==> config.mk <==
export PLATFORM = sky130hd
export DESIGN_NAME = rr_encoder
export DESIGN_NICKNAME = d
export VERILOG_FILES = /design/src/rtl/rr_encoder.sv
export SDC_FILE = /design/constraint.sdc
export NUM_CORES = 1
export LEC_CHECK = 0
export CORE_ASPECT_RATIO = 1.1
export CORE_MARGIN = 2
export CORE_UTILIZATION = 35
export CTS_CLUSTER_SIZE = 10
export DETAILED_ROUTE_END_ITERATION = 10
export DONT_BUFFER_PORTS = 1
export GPL_TIMING_DRIVEN = 0
export PLACE_DENSITY = 0.47
export SYNTH_ARGS = -nofsm -noshare
export SYNTH_HDL_FRONTEND = slang
export SYNTH_SLANG_ARGS = --single-unit
==> constraint.sdc <==
create_clock -name clk -period 8.3 [get_ports clk]
set_clock_uncertainty 0.2 [all_clocks]
set_input_delay 1.245 -clock clk [delete_from_list [all_inputs] [get_ports clk]]
set_output_delay 1.245 -clock clk [all_outputs]
set_load 0.005 [all_outputs]
==> src/rtl/rr_encoder.sv <==
// Registered round-robin arbiter-encoder: grants one requesting channel at a time
// and rotates priority to the channel after the last granted one on each ack.
//
//   state | meaning
//   ------+---------------------------------------------------------------
//   IDLE  | no valid grant, ena=0, number holds last value
//   GRANT | number holds a valid grant, ena=1, waiting for ack
module rr_encoder #(
    parameter int NUMW = 4,
    parameter int BITW = 2 ** NUMW
) (
    input  logic            clk,
    input  logic            rst,
    input  logic [BITW-1:0] req,
    input  logic            ack,
    output logic            ena,
    output logic [NUMW-1:0] number
);

    typedef enum logic {
        IDLE  = 1'b0,
        GRANT = 1'b1
    } state_t;

    state_t            state_q, state_d;
    logic [NUMW-1:0]   ptr_q, ptr_d;
    logic [NUMW-1:0]   number_q, number_d;
    logic              ena_q, ena_d;

    logic [NUMW-1:0]   ptr_inc;
    logic [NUMW-1:0]   search_base;
    logic [2*BITW-1:0] req_dbl;
    logic [BITW-1:0]   req_rot;
    logic [NUMW-1:0]   rot_off;
    logic [NUMW:0]     pick_sum;
    logic [NUMW-1:0]   pick;
    logic              req_any;

    assign req_any = |req;
    assign ptr_inc = (number_q == NUMW'(BITW - 1)) ? '0 : number_q + 1'b1;

    // On an accepted ack the search starts from the freshly advanced pointer.
    assign search_base = (state_q == GRANT) ? ptr_inc : ptr_q;

    // Rotate so search_base lands at bit 0, then take the lowest set bit.
    always_comb begin
        req_dbl = {req, req} >> search_base;
        req_rot = req_dbl[BITW-1:0];
        rot_off = '0;
        for (int i = BITW - 1; i >= 0; i--) begin
            if (req_rot[i]) begin
                rot_off = NUMW'(i);
            end
        end
        pick_sum = {1'b0, search_base} + {1'b0, rot_off};
        if (pick_sum >= (NUMW + 1)'(BITW)) begin
            pick_sum = pick_sum - (NUMW + 1)'(BITW);
        end
        pick = pick_sum[NUMW-1:0];
    end

    always_comb begin
        state_d  = state_q;
        ptr_d    = ptr_q;
        number_d = number_q;
        ena_d    = ena_q;
        unique case (state_q)
            IDLE: begin
                if (req_any) begin
                    number_d = pick;
                    ena_d    = 1'b1;
                    state_d  = GRANT;
                end
            end
            GRANT: begin
                if (ack) begin
                    ptr_d = ptr_inc;
                    if (req_any) begin
                        number_d = pick;
                    end else begin
                        ena_d   = 1'b0;
                        state_d = IDLE;
                    end
                end
            end
            default: begin
                state_d = IDLE;
                ena_d   = 1'b0;
            end
        endcase
    end

    always_ff @(posedge clk) begin
        if (rst) begin
            state_q  <= IDLE;
            ptr_q    <= '0;
            number_q <= '0;
            ena_q    <= 1'b0;
        end else begin
            state_q  <= state_d;
            ptr_q    <= ptr_d;
            number_q <= number_d;
            ena_q    <= ena_d;
        end
    end

    assign ena    = ena_q;
    assign number = number_q;

endmodule
# Word-level counts from Yosys, hierarchy flattened
# Cells that the tools add are included.
[word_totals]
reg_bits = 10
elab_cells = 46
output_inout_bits = 5
[op_classes]
n_eq_ne = 4
n_reduce_logical = 3
magnitude_cmp = 1
muxes = 29
bitwise_logic = 1
addsub = 3
shifts = 1
[op_table]
columns = ["cell", "n"]
rows = [
  ["two-way mux 4 bit", 21],
  [">> shifter 32 x 4 -> 16 bit", 1],
  ["OR reduction 16 bit", 1],
  ["one-hot mux 4 bit (2 select lines)", 1],
  ["!= test 2 bit (second input constant)", 3],
  ["adder 4 x 4 -> 5 bit", 1],
  [">= comparator 5 bit (second input constant)", 1],
  ["two-way mux 1 bit", 5],
  ["adder 4 x 1 -> 4 bit (second input constant)", 1],
  ["equality test 4 bit (second input constant)", 1],
  ["one-hot mux 1 bit (2 select lines)", 2],
  ["subtractor 4 x 1 -> 4 bit (second input constant)", 1],
  ["AND reduction 3 bit", 1],
  ["AND reduction 2 bit", 1],
  ["inverter 1 bit", 1],
]

# Depth between registers and ports, before layout
[depth]
depth_word = 26
depth_mapped = 18
ltp_nobuf = 16

# Worst setup path before layout
# Ideal clock, no wire load.
[synth_timing]
kind = "register to register"
start = "reg number_q[0], in the netlist number[0]"
end = "reg number_q[3], in the netlist number[3]"
slack_ns = 4.537
arrival_ns = 3.483
stages_incl_launch_ff = 17
t_required_ns = 8.021
period_less_slack_ns = 3.763
path_cell_list = "dfxtp_1 ha_1 mux2i_4 buf_6 mux2i_1 mux2i_1 mux2i_1 mux2i_1 nor3_1 o311ai_1 a41oi_1 ha_1 a21o_1 a21oi_1 xor2_1 xnor2_1 a211oi_2"
[synth_between]
elab_chain_cells = 26
word_cells_on_any_way = 28
classes_between = "add/sub: 3; order compare: 1; eq/ne: 1; shift: 1; mux: 22"
[synth_rtl]
columns = ["element", "line_no", "text"]
rows = [
  ["start, declared", "27", "logic [NUMW-1:0] number_q, number_d;"],
  ["start signal, assigned", "102", "number_q <= number_d;"],
  ["adder 4 x 1 -> 4 bit or equality test 4 bit (tied branches)", "40", "assign ptr_inc = (number_q == NUMW'(BITW - 1)) ? '0 : number_q + 1'b1;"],
  ["two-way mux 4 bit (*)", "40", ""],
  ["net ptr_inc[1]", "30", "logic [NUMW-1:0] ptr_inc;"],
  ["two-way mux 4 bit (*)", "43", "assign search_base = (state_q == GRANT) ? ptr_inc : ptr_q;"],
  [">> shifter 32 x 4 -> 16 bit", "47", "req_dbl = {req, req} >> search_base;"],
  ["two-way mux 4 bit (16 in a row)", "51", "if (req_rot[i]) begin"],
  ["adder 4 x 4 -> 5 bit (*)", "55", "pick_sum = {1'b0, search_base} + {1'b0, rot_off};"],
  ["subtractor 4 x 1 -> 4 bit or >= comparator 5 bit (tied branches)", "57, 56", ""],
  ["two-way mux 4 bit (*)", "56", "if (pick_sum >= (NUMW + 1)'(BITW)) begin"],
  ["two-way mux 4 bit (*)", "69, 78", ""],
  ["two-way mux 4 bit", "76", "if (ack) begin"],
  ["one-hot mux 4 bit (2 select lines) (*)", "67", "unique case (state_q)"],
]
# The timed path passes the listed nets; every way through them passes the cells marked *. The select of a mux whose other input is x is not followed.
# A chain may end at the register's enable or synchronous reset.

# Final worst setup path
# Ends and elaborated chain as after synthesis.

==> implementation parameters <==
Parameter                              Value

Clocking
  Maximum count of clock buffers along a single path    2
  Total CTS buffers    3
  # resized after CTS    0
  CTS sink count    10
  Clock tree from TritonCTS    built
  Cts-stage hold buffer count    0
  H-tree depth    1
  Insertion delay of the later-clocked pin in the worst-skew pair    0.23 ns
  Clock root buffer    clkbuf_8
  Post-CTS repair timing setup buffer count    0
  Clock-pin transition on the worst setup and hold timing paths    0.05 ns

Logic synthesis
  Synth cell count leaders    mux2i_1 (61), nor2_1 (16), dfxtp_1 (10), mux2_2 (6), nor4_1 (6)
  Count of distinct cell types in the synthesized netlist    43
  Biggest area contributors in the synthesized netlist    mux2i_1 (40%), dfxtp_1 (13%), mux2_2 (4.4%)
  Post-synthesis area per instance    9.248 um^2
  Area share of the largest cell type after synthesis    39.77%
  Gate count of the mapped netlist    166
  Most numerous cell in the Yosys netlist    mux2i_1
  Netlist area before placement    0.001535 mm^2
  Fraction of synthesis flops using an asynchronous set or reset pin    0%
  Number of synthesized flops with an enable pin    0
  Share of the yosys chip area belonging to registers    13.04%
  Most area-hungry cell type in the Yosys netlist    mux2i_1
  Synth Flop Type    dfxtp_1
  Number of warnings issued by yosys    0
  Seq cells post-synth    10
  Net Count, Synth    190

Global routing
  Maximum number of pins on one net before global-route repair    11
  Overall track demand over capacity in global routing    15.38%
  Global-route wire length before repair    5899 um
  Congestion Overflow GR    0
  Number of antenna violations at the first check in global routing    0
  Number of global-route vias before repair    1227

Timing
  Highest clock frequency the design can meet    0.2283 GHz
  Transition time at the pin with the least slew margin    0.6126 ns
  RSZ-0062 raised after global routing    false
  Final critical delay including setup and external delays    4.379 ns
  Period Utilization, post-route    52.76%
  Worst hold slack    0.3027 ns
  Final WS setup    3.921 ns
  Setup TNS    0 ns
  Worst relative slew slack    58.78%
  Final setup vio count    0
  Max-slew violation count    0
  Hold violation total from the final report    0

Critical path
  Critical Path Start Type    register
  Data required time of the critical path    8.25 ns
  Critical Setup Path Class    reg -> reg
  Launching point of the worst reg2reg path    number[0]
  FF-to-FF setup slack    3.92 ns
  CP Capture Type    register
  Arrival time of the worst setup path    4.33 ns
  Critical Path End    number[3]
  Maximum net fanout on the critical path    10
  Endpoint of the most critical register-to-register path    number[3]
  Worst Reg2Reg Path Length in Cells    16
  Startpoint of the worst setup timing path    number[0]

Die
  Placeable core region    0.004254 mm^2
  Vertical die dimension    73.46 um
  Number of rows in the core area    25
  Initial Util    36.09%
  IO Count    24
  Floorplan die area    0.004932 mm^2
  Die width    67.15 um

Placement
  Setup WS pre-CTS    3.953 ns
  Half-perimeter wire length after placement    3030 um
  Quantity of I/O buffers inserted on ports    0
  Routability Congestion    0.9610
  Placed Instances    220
  Instance area at placement    0.001603 mm^2

Detailed routing
  Average routed wire per standard cell    16.22 um
  Vias after detailed routing    1259
  First drt pass iteration count    4
  DRC violations left    0
  Routed via count divided by cell count    5.646
  Remaining antenna violation count after routing    0
  Total length of routed wires    3616 um
  Iteration-0 DRC Markers    88

Power
  Fraction of power consumed by combinational cells    76.3%
  Max IR drop VDD    0.1224 mV
  Net switching power of the design    248.3 uW
  Total leakage power    0.8069 nW
  Switching Fraction    48.74%
  Power density over the cells    309.8 mW/mm^2
  Portion of total power attributed to sequential cells    13.8%
  Total Power    509.4 uW
  Internal portion of total power    261.1 uW
  Part of the power in the clock network    9.9%

Outcome
  Status    complete, no violations

Cells and area
  Fill cell instance count of the final layout    452
  Proportion of layout cells with a drive suffix above 1    13.02%
  Flip-flop and latch area    200.2 um^2
  End-of-flow core utilization    38.65%
  Footprint of the multi-input gates    0.001235 mm^2
  Number of nets in the layout    195
  Fin cells    223
  Area growth from synthesis to layout    7.091%
  Total non-filler cell area in the finished layout    0.001644 mm^2
  Antenna cell count    0

Hold path
  Type of the worst min-delay path    reg -> reg

Job
  Max_cap viols    0
-- per-layer routing --
layer / up-vias / wire [um] / track usage [%] / part of all wire (%)
li1: 631 / - / - / -
met1: 591 / 1712 / 20.17 / 47
met2: 37 / 1748 / 26.73 / 48
met3: 0 / 155 / 3.216 / 4.3
met4: 0 / 0 / 1.361 / 0
met5: - / 0 / 0 / 0
-- critical path, cell delays in order, from the launching register on --
cell      delay (ns)
dfxtp_1         0.45
ha_1            0.32
mux2i_4         0.38
buf_6           0.24
mux2i_1         0.27
mux2i_1         0.17
mux2i_1         0.25
mux2i_1         0.19
nor2_1          0.17
o311ai_1        0.12
a41oi_1         0.37
ha_1            0.30
a21o_1          0.18
a21oi_1         0.16
xor2_1          0.20
xnor2_1         0.11
a211oi_2        0.22
-- layout make-up --
| type | count | share of cell area [%] |
|---|---|---|
| plain buffers | 9 | 4.947 |
| clock buffers | 3 | 2.511 |
| inverters | 5 | 1.142 |
| multi-input cells | 142 | 75.11 |
| flip-flops and latches | 10 | 12.18 |
| well taps | 54 | 4.110 |
-- worst min path at each step --
stage	slack, ns	start	end	cells past startpoint
6_report	0.30	ptr_q[3]	ptr_q[3]	2
3_3_place_gp	0.29	ptr_q[3]	ptr_q[3]	2
2_1_floorplan	0.28	ptr_q[2]	ptr_q[2]	2
3_5_place_dp	0.30	ptr_q[3]	ptr_q[3]	2
4_1_cts	0.30	ptr_q[3]	ptr_q[3]	2
5_1_grt	0.35	ena	ena	2
-- layout by cell type (no fill, tap or decap), types with 2 or more instances in the layout --
master    count
mux2i_4       2
nor2b_1       3
clkbuf_1      2
xnor2_1       3
a211oi_1      4
buf_6         4
ha_1          4
a21o_1        2
mux2i_1      61
clkbuf_8      3
inv_1         4
mux2_2        6
dfxtp_1      10
nor4_1        6
nor2_1       16
nand2_1       5
nand2b_1      3
a21oi_1       5
-- flip-flops by register name (all words and copies together) (netlist names) --
signal   count
ena          1
ptr_q        4
number       4
state_q      1
-- power groups by stage --
stage	registers (mW)	clock network (mW)	logic [mW]
after floorplan	0.0683	0	0.315
after global placement	0.0709	0	0.375
after detailed placement	0.0717	0	0.386
after CTS	0.0706	0.0509	0.387
after global routing	0.0725	0.0549	0.432
final	0.0705	0.0502	0.389
-- kinds of logic after synthesis --
logic type | synth area share (%)
fa+ha+maj | 4.564
buf+inv | 6.519
xor+xnor | 2.282
simple gates | 12.80
compound gates | 12.06
mux | 48.74
flops | 13.04
No activity file was read; power rests on OpenSTA's default activity.
